**src/rtl/viterbi_decoder_k3_if.sv**
```systemverilog
// Symbol-in / decoded-bit-out bundle between the channel deserializer and the K=3 Viterbi decoder.
// There is no backpressure: the master presents one code symbol per code_valid cycle.
interface viterbi_decoder_k3_if;
  logic       code_valid;
  logic [1:0] code_in;
  logic       data_valid;
  logic       data_out;
  logic       sym_cnt_full;

  modport master (
    output code_valid, code_in,
    input  data_valid, data_out, sym_cnt_full
  );

  modport slave (
    input  code_valid, code_in,
    output data_valid, data_out, sym_cnt_full
  );
endinterface

```
**src/rtl/viterbi_decoder_k3.sv**
```systemverilog
// Hard-decision register-exchange Viterbi decoder, rate 1/2, K=3 (g0=111, g1=101).
// One decoded bit per accepted symbol, TB_DEPTH symbols behind the input; no backpressure.
module viterbi_decoder_k3 #(
  parameter int TB_DEPTH = 15,
  parameter int METRIC_W = 4
) (
  input  logic                 clk,
  input  logic                 reset,
  viterbi_decoder_k3_if.slave  bus
);

  localparam int L     = TB_DEPTH;
  localparam int CNT_W = $clog2(TB_DEPTH);
  localparam logic [CNT_W-1:0] LAST = CNT_W'(TB_DEPTH - 1);

  // Survivor registers keep only L-1 bits: the oldest bit of a path is
  // consumed on the same step it is formed, so it never needs storing.
  logic [L-2:0]      sv_q [4];
  logic [L-2:0]      sv_d [4];
  logic [METRIC_W-1:0] pm_q [4];
  logic [METRIC_W-1:0] pm_d [4];
  logic [CNT_W-1:0]  cnt_q, cnt_d;
  logic              full_q, full_d;
  logic              vld_q, vld_d;
  logic              dout_q, dout_d;

  logic [METRIC_W:0] c0 [4];
  logic [METRIC_W:0] c1 [4];
  logic [METRIC_W:0] acc [4];
  logic              take1 [4];
  logic [L-1:0]      surv [4];
  logic [METRIC_W:0] min_m;
  logic [1:0]        best;

  function automatic logic [1:0] bm(input logic [1:0] pred, input logic d, input logic [1:0] sym);
    logic [1:0] expct;
    expct = {d ^ pred[1], d ^ pred[0] ^ pred[1]};
    return {1'b0, sym[0] ^ expct[0]} + {1'b0, sym[1] ^ expct[1]};
  endfunction

  always_comb begin
    // New state {a,d} is reached from {0,a} or {1,a}; ties keep the s1=0 predecessor.
    for (int n = 0; n < 4; n++) begin
      c0[n]    = {1'b0, pm_q[n/2]}
               + {{(METRIC_W-1){1'b0}}, bm(2'(n/2), 1'(n%2), bus.code_in)};
      c1[n]    = {1'b0, pm_q[2+n/2]}
               + {{(METRIC_W-1){1'b0}}, bm(2'(2+n/2), 1'(n%2), bus.code_in)};
      take1[n] = c1[n] < c0[n];
      acc[n]   = take1[n] ? c1[n] : c0[n];
      surv[n]  = {take1[n] ? sv_q[2+n/2] : sv_q[n/2], 1'(n%2)};
    end

    min_m = acc[0];
    best  = 2'd0;
    for (int n = 1; n < 4; n++) begin
      if (acc[n] < min_m) begin
        min_m = acc[n];
        best  = 2'(n);
      end
    end

    pm_d   = pm_q;
    sv_d   = sv_q;
    cnt_d  = cnt_q;
    full_d = full_q;
    vld_d  = 1'b0;
    dout_d = dout_q;

    if (bus.code_valid) begin
      for (int n = 0; n < 4; n++) begin
        pm_d[n] = METRIC_W'(acc[n] - min_m);
        sv_d[n] = surv[n][L-2:0];
      end
      cnt_d = (cnt_q == LAST) ? cnt_q : cnt_q + 1'b1;
      if (cnt_q == LAST) begin
        vld_d  = 1'b1;
        full_d = 1'b1;
        dout_d = surv[best][L-1];
      end
    end
  end

  always_ff @(posedge clk or posedge reset) begin
    if (reset) begin
      for (int i = 0; i < 4; i++) begin
        pm_q[i] <= (i == 0) ? '0 : METRIC_W'(4);
        sv_q[i] <= '0;
      end
      cnt_q  <= '0;
      full_q <= 1'b0;
      vld_q  <= 1'b0;
      dout_q <= 1'b0;
    end else begin
      pm_q   <= pm_d;
      sv_q   <= sv_d;
      cnt_q  <= cnt_d;
      full_q <= full_d;
      vld_q  <= vld_d;
      dout_q <= dout_d;
    end
  end

  assign bus.data_valid   = vld_q;
  assign bus.data_out     = dout_q;
  assign bus.sym_cnt_full = full_q;

endmodule

```
**src/flat_wrapper.sv**
```systemverilog
// flat-port wrapper written by rule: the top's interface ports become plain ports
module viterbi_decoder_k3_flat 
#(
  parameter int TB_DEPTH = 15,
  parameter int METRIC_W = 4
)
  (clk, reset, bus_code_valid, bus_code_in, bus_data_valid, bus_data_out, bus_sym_cnt_full);
  viterbi_decoder_k3_if bus_i ();
  input  logic clk;
  input  logic reset;
  input wire logic [$bits(bus_i.code_valid)-1:0] bus_code_valid;
  input wire logic [$bits(bus_i.code_in)-1:0] bus_code_in;
  output wire logic [$bits(bus_i.data_valid)-1:0] bus_data_valid;
  output wire logic [$bits(bus_i.data_out)-1:0] bus_data_out;
  output wire logic [$bits(bus_i.sym_cnt_full)-1:0] bus_sym_cnt_full;
  assign bus_i.code_valid = bus_code_valid;
  assign bus_i.code_in = bus_code_in;
  assign bus_data_valid = bus_i.data_valid;
  assign bus_data_out = bus_i.data_out;
  assign bus_sym_cnt_full = bus_i.sym_cnt_full;
  viterbi_decoder_k3 #(.TB_DEPTH(TB_DEPTH), .METRIC_W(METRIC_W)) u_core (.clk(clk), .reset(reset), .bus(bus_i));
endmodule
```
**config.mk**
```make
export PLATFORM = sky130hd
export DESIGN_NAME = viterbi_decoder_k3_flat
export DESIGN_NICKNAME = d
export VERILOG_FILES = /design/src/rtl/viterbi_decoder_k3_if.sv /design/src/rtl/viterbi_decoder_k3.sv /design/src/flat_wrapper.sv
export SDC_FILE = /design/constraint.sdc
export NUM_CORES = 1
export LEC_CHECK = 0
export BUFFER_PORTS_ARGS = -buffer_cell sky130_fd_sc_hd__buf_2
export CORE_UTILIZATION = 54
export CTS_CLUSTER_SIZE = 12
export DETAILED_ROUTE_END_ITERATION = 10
export GPL_ROUTABILITY_DRIVEN = 0
export PLACE_DENSITY = 0.72
export SLEW_MARGIN = 30
export SYNTH_ARGS = -nofsm -noshare
export SYNTH_HDL_FRONTEND = slang
export SYNTH_SLANG_ARGS = --single-unit
```
**constraint.sdc**
```tcl
create_clock -name clk -period 18.9 [get_ports clk]
set_input_delay 0.945 -clock clk [delete_from_list [all_inputs] [get_ports clk]]
set_output_delay 0.945 -clock clk [all_outputs]
set_load 0.01 [all_outputs]
```
== Word level (Yosys, flattened, before mapping) ==
Cells that the tools add are included.

* Muxes and demuxes: 19
* Eq/ne operators: 1
* Divide/modulo/power cells: 0
* Reduce and logical (&&, ||, !) cells: 2
* Bitwise gates (word level): 4
* Shift-type cells: 0
* Multiply operators: 0
* $add $sub $neg: 17
* Order comparisons: 8

{| class="wikitable"
|+ Operators by type and width
! operator !! count
|-
| two-way mux 14 bit || 4
|-
| adder 4 x 2 -> 5 bit || 8
|-
| less-than comparator 5 bit || 7
|-
| binary-select mux 15 bit (select 2 bit) || 1
|-
| two-way mux 15 bit || 2
|-
| two-way mux 5 bit || 6
|-
| subtractor 4 bit || 4
|-
| adder 1 x 1 -> 2 bit || 4
|-
| adder 4 x 1 -> 4 bit (second input constant) || 1
|-
| equality test 4 bit (second input constant) || 1
|-
| two-way mux 2 bit || 2
|-
| two-way mux 4 bit || 1
|-
| AND reduction 2 bit || 2
|-
| >= comparator 3 bit (second input constant) || 1
|-
| two-way mux 1 bit || 3
|-
| NOT 1 bit || 3
|-
| NOT 2 -> 3 bit || 1
|}

* Bits in latches: 0
* Bits in read-only memories: 0
* Output and inout port bits: 3
* Logic and storage cells: 63
* RAM bits: 0
* Bits in registers: 77
* Memories: 0

== Longest topological paths before layout ==
Gate-level depths: netlist (run 1).

* Depth after elaboration: 15
* Gate-level depth with buffers: 44
* Mapped depth without buffers: 42

== Worst setup path after synthesis (run 1) ==
No wires, ideal clock.

* Path type: input-to-reg
* Start point: input bus_code_in[0]
* End point: register u_core.pm_q[11] in the netlist's numbering
* Slack: 9.546 ns
* Stages: 37
* Arrival: 9.229 ns
* Path buffers: 4
* Path through: inv_1 ha_1 ha_1 ha_1 ha_1 a21o_1 maj3_1 o311ai_1 and3_1 buf_6 clkbuf_1 mux2i_1 ha_1 nor3_1 mux2_4 o41a_4 and2_4 buf_6 a21oi_1 ha_1 nand2_1 o21bai_1 o32ai_1 nand4_1 nor3b_1 a21oi_1 ha_1 and2_1 o21ai_2 o311ai_4 clkbuf_1 a21oi_1 ha_1 maj3_1 maj3_2 xnor2_1 mux2_2

* Longest elaborated chain between the ends: 12

{| class="wikitable"
|+ Ends and longest elaborated chain
! element !! RTL line !! RTL
|-
| from (decl) || flat_wrapper.sv:12 || <nowiki>input wire logic [$bits(bus_i.code_in)-1:0] bus_code_in;</nowiki>
|-
| NOT 1 bit (no line) || - ||
|-
| adder 1 x 1 -> 2 bit || viterbi_decoder_k3.sv:38 || <nowiki>return {1'b0, sym[0] ^ expct[0]} + {1'b0, sym[1] ^ expct[1]};</nowiki>
|-
| adder 4 x 2 -> 5 bit, on equally long branches || viterbi_decoder_k3.sv:45, viterbi_decoder_k3.sv:47 ||
|-
| less-than comparator 5 bit || viterbi_decoder_k3.sv:48 || <nowiki>take1[n] = c1[n] < c0[n];</nowiki>
|-
| two-way mux 5 bit || viterbi_decoder_k3.sv:49 || <nowiki>acc[n] = take1[n] ? c1[n] : c0[n];</nowiki>
|-
| less-than comparator 5 bit || viterbi_decoder_k3.sv:56 || <nowiki>if (acc[n] < min_m) begin</nowiki>
|-
| two-way mux 5 bit || viterbi_decoder_k3.sv:56 ||
|-
| less-than comparator 5 bit || viterbi_decoder_k3.sv:56 ||
|-
| two-way mux 5 bit || viterbi_decoder_k3.sv:56 ||
|-
| less-than comparator 5 bit || viterbi_decoder_k3.sv:56 ||
|-
| two-way mux 4 bit || viterbi_decoder_k3.sv:56 ||
|-
| subtractor 4 bit (*) || viterbi_decoder_k3.sv:71 || <nowiki>pm_d[n] = METRIC_W'(acc[n] - min_m);</nowiki>
|-
| to (signal, indexed assignment) || viterbi_decoder_k3.sv:86 || <nowiki>pm_q[i] <= (i == 0) ? '0 : METRIC_W'(4);</nowiki>
|-
| to (signal assigned) || viterbi_decoder_k3.sv:94 || <nowiki>pm_q <= pm_d;</nowiki>
|-
| to (decl) || viterbi_decoder_k3.sv:20 || <nowiki>logic [METRIC_W-1:0] pm_q [4];</nowiki>
|}

Mark *: on every way between the ends. The rest lies on a longest branch, timed or not.
A chain may end at the register's enable or synchronous reset.

== Worst setup path in the final report (run 1) ==
Ends and elaborated chain as after synthesis.

==> results of run 1 <==
-- routing by layer --
layer / wire [µm] / up-vias / part of all wire [%]
met4: 386 / 0 / 2.9
met1: 6140 / 2247 / 46
li1: - / 2334 / -
met5: 0 / - / 0
met3: 591 / 37 / 4.4
met2: 6210 / 126 / 47
-- metrics by stage --
stage | util, % | instance area (µm²)
2_1_floorplan | - | 5920
3_3_place_gp | 57.8 | 6050
3_5_place_dp | 57.8 | 6050
4_1_cts | 59.7 | 6240
5_1_grt | 59.7 | 6250
6_report | 59.7 | 6250
-- logic make-up (layout without fill, tap and decap cells) --
kind of cell | after synthesis | after routing | share of synthesized area [%]
AO/OA/AOI/OAI | 178 | 178 | 19.3
XOR/XNOR | 35 | 35 | 5.17
adder cells (fa/ha/maj) | 59 | 59 | 12.7
buffers and inverters | 78 | 76 | 5.30
flip-flops | 74 | 74 | 31.3
multiplexers | 73 | 73 | 12.8
AND/OR/NAND/NOR | 162 | 162 | 13.4
-- flip-flops by register name, indices dropped and copies added, names as in the netlist --
signal and count:
u_core.bus.data_out 1, u_core.cnt_q 4, u_core.sv_q 51, u_core.bus.sym_cnt_full 1, u_core.bus.data_valid 1, u_core.pm_q 16
-- synth_stat cells, types with 11 or more instances --
master	number
clkbuf_1	26
o21ai_0	24
xor2_1	11
ha_1	47
inv_1	44
xnor2_1	24
nand2_1	28
nor2_1	80
mux2i_1	60
dfrtp_1	71
a21oi_1	85
-- layout make-up --
type	instances	area, µm²	area share, %
Multi-Input combinational cell	507	3760	60.2
Sequential cell	74	1860	29.7
Inverter	46	173	2.76
Tap cell	136	170	2.72
Clock buffer	11	131	2.10
Timing Repair Buffer	14	93.8	1.50
Clock inverter	5	63.8	1.02
-- final timing paths --
kind                                                      from                             endpoint  cells past startpoint
max in group asynchronous                                reset           u_core.pm_q[1]$_DFFE_PP0P_                      3
hold / removal             u_core.bus.sym_cnt_full$_DFFE_PP0P_  u_core.bus.sym_cnt_full$_DFFE_PP0P_                      1
setup reg to reg                   u_core.pm_q[13]$_DFFE_PP0P_          u_core.pm_q[11]$_DFFE_PP0P_                     33
setup / recovery                                bus_code_in[0]          u_core.pm_q[11]$_DFFE_PP0P_                     34
min in group asynchronous                                reset          u_core.sv_q[24]$_DFFE_PP0P_                      3
hold reg to reg            u_core.bus.sym_cnt_full$_DFFE_PP0P_  u_core.bus.sym_cnt_full$_DFFE_PP0P_                      1
-- worst max-delay path: cells and delay by family --
kind / cells / cell delay [ns]
muxes: 3 / 1.08
adders and majority gates: 11 / 3.60
xor gates and xnor gates: 1 / 0.12
AOI/OAI and AO/OA: 10 / 2.38
and+or+nand+nor: 7 / 1.50
buffers and inverters: 2 / 0.19
==> impl_metrics.toml, run 1 <==
[finish]
final_common_cell = "a21oi_1"
drive_gt1_share_pct = 11.1
final_nets = 708
fillers = 936
fin_cells = 793
antenna_cells = 0
layout_common_cells = "85 x a21oi_1, 79 x nor2_1, 71 x dfrtp_1"
syn_to_final_growth_pct = 5.49

[floorplanning]
die_width_um = 107
dieArea_mm2 = 0.0114
io-pin-count = 8
row_count = 37
fp.dieH_um = 107
core_mm2 = 0.0105
initial_utilization_pct = 56.6

[routing]
drtAntennaViolNets = 0
routedWlPerCell_um = 16.8
drtIter0Drc = 312
vias = 4744
drc = 0
dr.pass1.iters = 5
wirelength_mm = 13.3
via_per_inst = 5.98

[clocking]
cts.clk_slew.worst_paths_ns = 0.08
cts_buffer_depth = 2
cts_root_buffer = "clkbuf_8"
cts_buffers = 9
clkLatencyLatePin_ns = 0.36
cts_sinks = 74
cts_tree = "done"
post_cts_resized = 0
cts_hold_buf = 0
htreeDepth = 3
postCtsSetupBuffers = 0

[placement]
io_buffers = 7
dp.cells = 777
dp.final_hpwl_mm = 9.83
place_ws_ns = 9.06

[synth]
seq_area_frac_synth_pct = 31.3
synthDistinctLibCells = 72
syn_nets = 715
synth_warnings = 0
syn_inst = 659
syn_area_mm2 = 0.00592
synth_top_cell_area_share_pct = 30.0
synth_edf_count = 0
synthTopCellsByArea = "dfrtp_1 30%, mux2i_1 10%, ha_1 9.9%"
syn_avg_cell_area_um2 = 8.99
ys_seq_elements = 74
synth_async_sr_flop_share_pct = 100
ys.flop_type = "dfrtp_1"
netlist.top_cell.by_area = "dfrtp_1"

[grt]
first_global_vias = 4655
overflow = 0
met3_usage_pct = 4.92
use_met2_pct = 39.8
gr-usage-all-layers_pct = 25.0
antenna_found_initial = 0
grt_pass1_wl_mm = 22.3
grt_use_met1_pct = 32.7
grt_busiest_layer = "met2"
grt_max_degree = 76

[timing]
rsz0062_at_grt = "no"
hold-worst-slack_ns = 0.472
fmax_ghz = 0.104
finalCritPeriodShare_pct = 50.7
fin_setup_tns_ns = 0
fin_ws_ns = 9.32
min_period_ns = 9.58
hold_violations = 0
drv_slew = 0
slew_headroom_pct = 36.2
fin_skew_ns = 0.00775
setup_viol = 0
worst_pin_slew_ns = 0.958

[worst_setup_path]
cp_slowest_cell = "o311ai_4"
max_stage_delay_ns = 0.55
startpoint_type = "primary input"
cp.required_ns = 19.15
crit_type = "in2reg"
r2r_slack_ns = 9.92
path_max_fanout = 13
arrival_ns = 9.84
end_kind = "flop"
cpMostUsedCell = "ha_1"

[worst_hold_path]
hp-class = "reg2reg"

[flow_run]
cap_violations = 0

[run_status]
outcome = "complete, no violations"
Power of run 1 is not shown: default switching activity piles up to over one toggle a cycle in this logic, so the estimate is an artifact.
==> inputs of run 2 (changes only) <==
==> constraint.sdc (replaced) <==
create_clock -name clk -period 9.15 [get_ports clk]
set_input_delay 0.4575 -clock clk [delete_from_list [all_inputs] [get_ports clk]]
set_output_delay 0.4575 -clock clk [all_outputs]
set_load 0.01 [all_outputs]
==> run 2 against run 1 <==
Net effect:
- flip-flop and latch count is the same
- wire length grew 0.77%
- sequential share of layout area shrank 0.21 points
- via count grew 1.9%
- utilization grew 0.43 points
- setup slack lost 8.8 ns
- register-to-register slack lost 9.4 ns
- first-iteration DRC count shrank 9.0%
- die area is the same
- clock-buffer cell count shrank 2
- critical endpoint unchanged
==> impl_metrics.toml, run 2 (synthesis gave the netlist of run 1 again) <==
[worst_setup_path]
reg2reg_from = "u_core.pm_q[13]$_DFFE_PP0P_"
cp_top_family = "adder cells"
arrival_ns = 8.91
crit_type = "in2reg"
max_stage_delay_ns = 0.52
worst-path-stages = 35
cp.required_ns = 9.40
r2r_end = "u_core.pm_q[11]$_DFFE_PP0P_"
path_max_fanout = 8
end_kind = "flop"
startpoint_type = "primary input"
r2r_slack_ns = 0.55
critPathLaunch = "bus_code_in[0]"
cpMostUsedCell = "ha_1"
reg2reg_depth = 33
cp_slowest_cell = "o41a_4"
path_buf_inv = 3
crit_end = "u_core.pm_q[11]$_DFFE_PP0P_"

[clocking]
clkLatencyLatePin_ns = 0.36
cts_buffers = 9
cts_root_buffer = "clkbuf_8"
htreeDepth = 3
cts_sinks = 74
cts_buffer_depth = 2
cts_hold_buf = 0
cts.clk_slew.worst_paths_ns = 0.10
cts_tree = "done"

[placement]
dp.final_hpwl_mm = 9.76
placed_cell_area_mm2 = 0.00607
io_buffers = 7
place_ws_ns = 0.0507

[grt]
grt_max_degree = 75
first_global_vias = 4644
antenna_found_initial = 0
grt_pass1_wl_mm = 22.2
grt_use_met1_pct = 32.7
overflow = 0
grt_busiest_layer = "met2"
use_met2_pct = 40.3
met3_usage_pct = 3.22
gr-usage-all-layers_pct = 24.7

[routing]
vias = 4832
dr.pass1.iters = 5
drc = 0
drtAntennaViolNets = 0
routedWlPerCell_um = 16.8
drtIter0Drc = 284
via_per_inst = 6.05
wirelength_mm = 13.4

[worst_hold_path]
hp-class = "in2async"

[timing]
worst_pin_slew_ns = 0.921
fin_setup_tns_ns = 0
min_period_ns = 8.67
fin_skew_ns = 0.0180
finalCritPeriodShare_pct = 94.7
setup_viol = 0
fin_ws_ns = 0.482
hold_violations = 0
drv_slew = 0
slew_headroom_pct = 38.6
rsz0062_at_grt = "no"
fmax_ghz = 0.115

[finish]
fin_area_mm2 = 0.00629
largest_reg_flops = 51
final_common_cell = "a21oi_1"
layout_common_cells = "85 x a21oi_1, 79 x nor2_1, 71 x dfrtp_1"
final_nets = 714
multi_input_area_mm2 = 0.00376
final-seq-area_mm2 = 0.00186
top_register = "u_core.sv_q"
drive_gt1_share_pct = 12.1
reg_top3 = "u_core.sv_q: 51 flops, u_core.pm_q: 16 flops, u_core.cnt_q: 4 flops"
syn_to_final_growth_pct = 6.25
fillers = 916
antenna_cells = 0

[floorplanning]
fp.dieH_um = 107
initial_utilization_pct = 56.6
io-pin-count = 8
dieArea_mm2 = 0.0114
core_mm2 = 0.0105
row_count = 37
die_width_um = 107

[run_status]
outcome = "complete, no violations"

[flow_run]
cap_violations = 0
run 2: tightest hold or removal path, stage by stage:
cell	delay, ns
buf_2	0.10
inv_2	0.04
buf_6	0.51
run 2: how the worst min path moves through the flow:
stage	start	to	slack, ns	cells past startpoint
finish	reset	u_core.sv_q[26]$_DFFE_PP0P_	0.26	3
CTS	reset	u_core.sv_q[26]$_DFFE_PP0P_	0.40	3
global placement	u_core.bus.sym_cnt_full$_DFFE_PP0P_	u_core.bus.sym_cnt_full$_DFFE_PP0P_	0.45	1
floorplan	u_core.sv_q[0]$_DFFE_PP0P_	u_core.sv_q[0]$_DFFE_PP0P_	0.44	1
global route	reset	u_core.sv_q[34]$_DFFE_PP0P_	0.32	3
detailed placement	u_core.sv_q[0]$_DFFE_PP0P_	u_core.sv_q[0]$_DFFE_PP0P_	0.45	1
run 2: what timing repair did:
action | CTS | global route
endpoints found under the hold margin | 0 | 0
gates resized for setup | 0 | 0
buffers inserted | 0 | 3
setup endpoints to repair | 0 | 6
run 2: per-layer routing:
layer	vias to the layer above	wire length (µm)
li1	2337	-
met4	0	444
met5	-	0
met1	2312	6050
met2	149	6300
met3	34	631
run 2: area by class of cell:
cell class                 instances  share of cell area, %
multi-input combinational        507                   59.7
sequential                        74                   29.5
inverter                          46                   2.74
tap                              136                   2.70
timing repair buffer              20                   2.21
clock buffer                       9                   1.97
clock inverter                     7                   1.21
run 2: per-stage QoR:
step	hold slack (ns)	cells	utilization [%]
2_1_floorplan	0.437	659	-
3_3_place_gp	0.450	780	58.0
3_5_place_dp	0.455	780	58.0
4_1_cts	0.403	796	59.9
5_1_grt	0.319	799	60.2
6_report	0.261	799	60.2
Power of run 2 is left out for the same reason.
